File: config.mk
export PLATFORM = sky130hd
export DESIGN_NAME = diff_tx_serializer
export DESIGN_NICKNAME = d
export VERILOG_FILES = /design/src/rtl/diff_tx_serializer.sv
export SDC_FILE = /design/constraint.sdc
export NUM_CORES = 1
export LEC_CHECK = 0
export CAP_MARGIN = 25
export CELL_PAD_IN_SITES_DETAIL_PLACEMENT = 0
export CELL_PAD_IN_SITES_GLOBAL_PLACEMENT = 1
export CORE_MARGIN = 2
export CORE_UTILIZATION = 45
export CTS_CLUSTER_DIAMETER = 100
export CTS_CLUSTER_SIZE = 40
export DETAILED_ROUTE_END_ITERATION = 8
export PLACE_DENSITY = 0.84
export SYNTH_ARGS = -nofsm -noshare
export SYNTH_HDL_FRONTEND = slang
export SYNTH_SLANG_ARGS = --single-unit
File: constraint.sdc
create_clock -name clk -period 2.8 [get_ports clk]
set_input_delay 0.56 -clock clk [delete_from_list [all_inputs] [get_ports clk]]
set_output_delay 0.56 -clock clk [all_outputs]
set_load 0.02 [all_outputs]
File: src/rtl/diff_tx_serializer.sv
// diff_tx_serializer: 16-bit word serializer for the differential TX link.
// Words arrive over valid/ready into a one-deep holding register. They are
// shifted out MSB-first, two clk cycles per bit, with a forwarded bit clock
// (tx_clk) and a frame marker on bit 15. All outputs are registered.
// Optional feature: define DIFF_TX_PRBS_EN to compile in a PRBS7 test source
// selected by prbs_en. Without the macro, prbs_en is ignored.
module diff_tx_serializer (
   input  logic        clk,
   input  logic        rst,
   input  logic [15:0] in_data,
   input  logic        in_valid,
   output logic        in_ready,
   input  logic        prbs_en,
   output logic        tx_data,
   output logic        tx_clk,
   output logic        tx_frame,
   output logic        busy
);

   // state | meaning
   // IDLE  | link quiet, all lines low, waiting for a held word (or PRBS)
   // SHIFT | streaming bits; phase 0 = tx_clk low, phase 1 = tx_clk high
   typedef enum logic {IDLE = 1'b0, SHIFT = 1'b1} state_t;

   state_t      state_q, state_d;
   logic [15:0] hold_q, hold_d;
   logic        hold_full_q, hold_full_d;
   logic [15:0] shift_q, shift_d;
   logic [3:0]  cnt_q, cnt_d;
   logic        phase_q, phase_d;
   logic        tx_data_q, tx_data_d;
   logic        tx_clk_q, tx_clk_d;
   logic        tx_frame_q, tx_frame_d;
   logic        busy_q, busy_d;

   logic        accept;
   logic        word_end;
   logic        at_boundary;
   logic        next_bit;
   logic        start_word;
   logic        src_prbs;
   logic        cur_prbs;
   logic        prbs_bit;

`ifdef DIFF_TX_PRBS_EN
   logic [6:0]  prbs_q, prbs_d;
   logic        prbs_mode_q, prbs_mode_d;

   assign prbs_bit = prbs_q[6] ^ prbs_q[5];
   assign src_prbs = prbs_en;
   assign cur_prbs = prbs_mode_q;
   // The holding register stays frozen while the PRBS source owns the link.
   assign in_ready = ~hold_full_q & ~prbs_mode_q;
`else
   logic        prbs_en_unused;

   assign prbs_en_unused = prbs_en;
   assign prbs_bit       = 1'b0;
   assign src_prbs       = 1'b0;
   assign cur_prbs       = 1'b0;
   assign in_ready       = ~hold_full_q;
`endif

   assign accept      = in_valid & in_ready;
   assign word_end    = (state_q == SHIFT) & phase_q & (cnt_q == 4'd0);
   assign next_bit    = (state_q == SHIFT) & phase_q & (cnt_q != 4'd0);
   assign at_boundary = (state_q == IDLE) | word_end;
   assign start_word  = at_boundary & (hold_full_q | src_prbs);

   // Next-state, datapath and next registered-output values.
   always_comb begin
      state_d     = state_q;
      hold_d      = hold_q;
      hold_full_d = hold_full_q;
      shift_d     = shift_q;
      cnt_d       = cnt_q;
      phase_d     = phase_q;
      tx_data_d   = tx_data_q;
      tx_clk_d    = tx_clk_q;
      tx_frame_d  = tx_frame_q;

      if (start_word) begin
         // Launch bit 15 of a new word, with no gap after the previous one.
         state_d    = SHIFT;
         cnt_d      = 4'd15;
         phase_d    = 1'b0;
         tx_clk_d   = 1'b0;
         tx_frame_d = 1'b1;
         if (src_prbs) begin
            tx_data_d = prbs_bit;
         end else begin
            shift_d     = hold_q;
            tx_data_d   = hold_q[15];
            hold_full_d = 1'b0;
         end
      end else if (next_bit) begin
         // tx_clk falls: the only moment data is allowed to change.
         cnt_d      = cnt_q - 4'd1;
         phase_d    = 1'b0;
         tx_clk_d   = 1'b0;
         tx_frame_d = 1'b0;
         if (cur_prbs) begin
            tx_data_d = prbs_bit;
         end else begin
            shift_d   = {shift_q[14:0], 1'b0};
            tx_data_d = shift_q[14];
         end
      end else if ((state_q == SHIFT) && !phase_q) begin
         // Second half of the bit: receiver samples on this rising edge.
         phase_d  = 1'b1;
         tx_clk_d = 1'b1;
      end else begin
         state_d    = IDLE;
         tx_data_d  = 1'b0;
         tx_clk_d   = 1'b0;
         tx_frame_d = 1'b0;
      end

      // A new word may land in the same cycle the old one moves to shift.
      if (accept) begin
         hold_d      = in_data;
         hold_full_d = 1'b1;
      end

      busy_d = (state_d == SHIFT);
   end

   // State, datapath and output registers.
   always_ff @(posedge clk or posedge rst) begin
      if (rst) begin
         state_q     <= IDLE;
         hold_q      <= '0;
         hold_full_q <= 1'b0;
         shift_q     <= '0;
         cnt_q       <= 4'd15;
         phase_q     <= 1'b0;
         tx_data_q   <= 1'b0;
         tx_clk_q    <= 1'b0;
         tx_frame_q  <= 1'b0;
         busy_q      <= 1'b0;
      end else begin
         state_q     <= state_d;
         hold_q      <= hold_d;
         hold_full_q <= hold_full_d;
         shift_q     <= shift_d;
         cnt_q       <= cnt_d;
         phase_q     <= phase_d;
         tx_data_q   <= tx_data_d;
         tx_clk_q    <= tx_clk_d;
         tx_frame_q  <= tx_frame_d;
         busy_q      <= busy_d;
      end
   end

`ifdef DIFF_TX_PRBS_EN
   // PRBS7 source: one LFSR step per launched PRBS bit; mode latched per word.
   always_comb begin
      prbs_d      = prbs_q;
      prbs_mode_d = prbs_mode_q;
      if (start_word | word_end) begin
         prbs_mode_d = start_word & prbs_en;
      end
      if ((start_word & prbs_en) | (next_bit & prbs_mode_q)) begin
         prbs_d = {prbs_q[5:0], prbs_bit};
      end
   end

   // PRBS registers.
   always_ff @(posedge clk or posedge rst) begin
      if (rst) begin
         prbs_q      <= 7'h7F;
         prbs_mode_q <= 1'b0;
      end else begin
         prbs_q      <= prbs_d;
         prbs_mode_q <= prbs_mode_d;
      end
   end
`endif

   assign tx_data  = tx_data_q;
   assign tx_clk   = tx_clk_q;
   assign tx_frame = tx_frame_q;
   assign busy     = busy_q;

endmodule

== After elaboration in Yosys (flattened, before gate mapping) ==
Cells that the tools add are included.
W data, S select, Z words.

* Flip-flop bits (word level): 41
* Latch bits: 0
* Bits in writable memories: 0
* Bits in read-only memories: 0
* Input bits: 20
* Output and inout bits: 5
* Logic and storage cells: 48
* Memories: 0

* Add/subtract/negate cells: 1
* Multipliers: 0
* Div/mod/pow operators: 0
* Order comparisons: 0
* Eq/ne operators: 3
* Shift-type cells: 0
* Multiplexer cells: 19
* Bitwise operators: 8
* Reduce and logical (&&, ||, !) cells: 8

{| class="wikitable"
|+ Operators with widths
! cell !! number
|-
| $mux W15 || 2
|-
| $mux W1 || 15
|-
| $mux W4 || 2
|-
| $and A1 B1 Y1 || 5
|-
| $logic_not A4 Y1 || 1
|-
| $reduce_bool A2 Y1 || 2
|-
| $reduce_bool A4 Y1 || 1
|-
| $sub A4 B1 Y4 const B || 1
|-
| $ne A3 B3 Y1 const B || 1
|-
| $reduce_bool A3 Y1 || 1
|-
| $ne A2 B1 Y1 const B || 1
|-
| $ne A2 B2 Y1 const B || 1
|-
| $not A1 Y1 || 2
|-
| $reduce_and A2 Y1 || 1
|-
| $logic_and A1 B1 Y1 || 1
|-
| $logic_not A1 Y1 || 1
|-
| $or A1 B1 Y1 || 1
|}

== Longest topological paths before layout ==
* Depth in word-level cells: 6
* Mapped depth: 6
* Depth with buffers taken out: 5

== Worst setup path after synthesis ==
Ideal clock, no wire load.

* Kind: reg2reg
* Start point: register cnt_q[0]
* End point: register shift_q[10]
* Data arrival time: 1.530 ns
* Slack: 1.143 ns
* Cell stages (with the launch flop): 7
* Buffers on the path: 1
* Clock period less this slack: 1.657 ns
* Cells stage by stage: dfstp_2 -> inv_1 -> ha_1 -> or4b_4 -> nand2_4 -> buf_8 -> a221o_2

* Cells in the longest elaborated chain, start to end: 5
* Elaborated cells on any way between the ends: 8
* Classes of those cells: mux (1); bitwise (4); reduce/logical (3)

{| class="wikitable"
|+ RTL lines
! what !! line !! RTL
|-
| from (decl) || 29 || <nowiki>logic [3:0] cnt_q, cnt_d;</nowiki>
|-
| from (signal assigned) || 146 || <nowiki>cnt_q <= cnt_d;</nowiki>
|-
| $logic_not A4 Y1 || 65 || <nowiki>assign word_end = (state_q == SHIFT) & phase_q & (cnt_q == 4'd0);</nowiki>
|-
| $and A1 B1 Y1 || 65 ||
|-
| $or A1 B1 Y1 || 67 || <nowiki>assign at_boundary = (state_q == IDLE) | word_end;</nowiki>
|-
| $and A1 B1 Y1 || 68 || <nowiki>assign start_word = at_boundary & (hold_full_q | src_prbs);</nowiki>
|-
| $mux W15 / $reduce_bool A2 Y1 (equally long branches) || n/a ||
|-
| to (signal assigned) || 145 || <nowiki>shift_q <= shift_d;</nowiki>
|-
| to (decl) || 28 || <nowiki>logic [15:0] shift_q, shift_d;</nowiki>
|}

Parallel ways exist; a longest one is shown, timed or not.
A chain may end at the register's enable or synchronous reset.

== Worst setup path in the final report ==
* Start point: register hold_full_q
* End point: output port in_ready

* Cells in the longest elaborated chain, start to end: 1

{| class="wikitable"
|+ RTL lines
! what !! line !! RTL
|-
| from (decl) || 27 || <nowiki>logic hold_full_q, hold_full_d;</nowiki>
|-
| from (signal assigned) || 144 || <nowiki>hold_full_q <= hold_full_d;</nowiki>
|-
| $not A1 Y1 || 61 || <nowiki>assign in_ready = ~hold_full_q;</nowiki>
|-
| to (decl) || 12 || <nowiki>output logic in_ready,</nowiki>
|}

No other way between the ends.

==> results.cfg <==
[synth]
syn_nets = 174
synth_edf_count = 0
synth.top_cell.area_share = 0.498
synth_seq_area_share = 0.555
syn_avg_cell_area_um2 = 12.2
yosys_most_used_dff = dfrtp_1
synthDistinctLibCells = 36
async_flop_share = 1.00
yosys.area.top_type = dfrtp_1
yosysWarnings = 0
ys_ff_latch = 41
synth.cell_area_um2 = 1860
synth_area_leaders = dfrtp_1 (50%), mux2_2 (7.9%), a221o_2 (6.1%), dfstp_2 (5.7%), o21ai_0 (3.2%)
synth_cells = 153

[global_route]
gr-total-overflow = 0
track_usage = 0.173
antenna_found_initial = 0
grt_max_degree = 42
grt_pass1_wl_um = 5710
grt_pass1_vias = 1229

[cts]
cts_setup_buffers = 0
insertion_delay_ns = 0.30
clock-sinks = 41
clk_pin_slew_worst_paths_ns = 0.08
root_buffer = clkbuf_8
numCtsBuffers = 5
clock_path_buffers = 2
ctsHoldBuffers = 0
cts_resized = 0
tritoncts = built
h-tree-depth = 2

[die]
die_x_um = 68.3
start_util = 0.465
core_area_um2 = 4000
dieArea_um2 = 4660
io-pin-count = 25
die_h_um = 68.3
rows = 23

[drt]
antenna_left = 0
first_iter_violations = 104
totalWireLength_um = 3400
vias_per_cell = 5.53
firstDrtPassIters = 4
drc = 0
wl_per_cell_um = 15.0
vias = 1255

[placed_design]
port_buffers = 23
placed_cells = 219
gp_congestion = 0.748
hpwl_um = 2190
pre_cts_ws_ns = 0.694

[worst_hold_path]
min_path_type = reg2reg

[setup_path]
cp.arrival_ns = 1.53
critPathMaxFanout = 10
required_ns = 2.24
setup.worst_path.end_class = primary output
path_class = reg2out
crit_path_start_kind = flip-flop

[timing]
rsz0062_at_grt = no
worst_slew_pin_slew_ns = 0.872
timing.fmax_mhz = 478
fin_crit_ns = 2.09
setup-tns-final_ns = 0
worst_slack_ns = 0.707
final_hold_viol_count = 0
setup-violations-final = 0
final.setup_skew_ns = 0.00866
fin_crit_sh = 0.747
fin_hold_ws_ns = 0.492
max-slew-margin-rel = 0.418
finalMaxSlewViolations = 0

[pwr]
internal_power_uw = 1730
combPwrFrac = 0.355
power_frac_clock = 0.222
vdd_drop_max_mv = 0.486
switching_share = 0.324
leakage_uw = 0.000951
power.share.sequential = 0.424
net-switching-power_uw = 825
p_per_area_nw_per_um2 = 1160
total_power_uw = 2550

[status]
status = finished clean

[finish]
areaGrowthSynthToFinish_pct = 18.8
final_cells = 227
fin_nets = 197
antennaDiodeCount = 0
drive_gt1_frac = 0.237

[run]
maxCapViolations = 0
final timing paths:
path | startpoint | endpoint | slack, ns | cells past startpoint
setup / recovery | hold_full_q | in_ready | 0.71 | 2
hold / removal | tx_frame | tx_frame | 0.49 | 1
setup reg to reg | cnt_q[0] | shift_q[0] | 0.90 | 5
hold reg to reg | tx_frame | tx_frame | 0.49 | 1
max in group asynchronous | rst | cnt_q[1] | 1.75 | 3
min in group asynchronous | rst | hold_q[3] | 0.67 | 3
synth_stat cells (4+ instances only):
cell type	n
dfrtp_1	37
mux2_2	13
inv_1	12
o21ai_0	12
a221o_2	10
nand2_1	9
nor3b_1	8
nor3_1	7
clkbuf_8	4
dfstp_2	4
area by class of cell:
type / count / area (um^2)
multi-input combinational: 90 / 683
clock buffer: 5 / 68.8
fill: 344 / 1790
sequential: 41 / 1030
inverter: 12 / 45.0
clock inverter: 3 / 65.1
timing repair buffer: 26 / 253
tap: 50 / 62.6
metrics by stage:
stage / cell area [um^2] / util
2_1_floorplan: 1860 / -
3_3_place_gp: 2070 / 0.519
3_5_place_dp: 2070 / 0.519
4_1_cts: 2210 / 0.552
5_1_grt: 2210 / 0.552
6_report: 2210 / 0.552
metal layers:
| metal | track usage | share of wire | up-vias |
|---|---|---|---|
| li1 | - | - | 601 |
| met1 | 0.217 | 0.46 | 628 |
| met2 | 0.271 | 0.48 | 20 |
| met3 | 0.0543 | 0.034 | 6 |
| met4 | 0.0825 | 0.021 | 0 |
| met5 | 0 | 0 | - |
cell usage in the layout (no fill, tap or decap), types with 4 or more instances in the layout:
cell type        count
a221o_2             10
inv_1               12
dfrtp_1             37
o21ai_0             12
nand2_1              9
nor3_1               7
clkdlybuf4s50_1     23
dfstp_2              4
mux2_2              13
nor3b_1              8
clkbuf_8             5
state kept, by name, summed over array words and instances (netlist names):
signal / count
tx_frame: 1
cnt_q: 4
phase_q: 1
hold_full_q: 1
tx_data: 1
tx_clk: 1
hold_q: 16
shift_q: 15
busy: 1
power groups by stage:
stage	Sequential (uW)	Combinational [uW]	Clock, uW
2_1_floorplan	1050	761	0
3_3_place_gp	1080	879	0
3_5_place_dp	1090	913	0
4_1_cts	1080	918	577
5_1_grt	1120	1010	600
6_report	1080	904	566
cells by family after synthesis:
kind of cell | count (synthesis) | synth area share
fa+ha+maj | 1 | 0.00673
flops | 41 | 0.555
buf+inv | 22 | 0.0781
mux | 13 | 0.0787
simple gates | 40 | 0.134
compound gates | 36 | 0.148
worst max-delay path, cell delays in order (launching register included):
cell	delay (ns)
dfrtp_1	0.48
inv_1	0.14
clkdlybuf4s50_1	0.61
(Power assumes the default switching activity.)
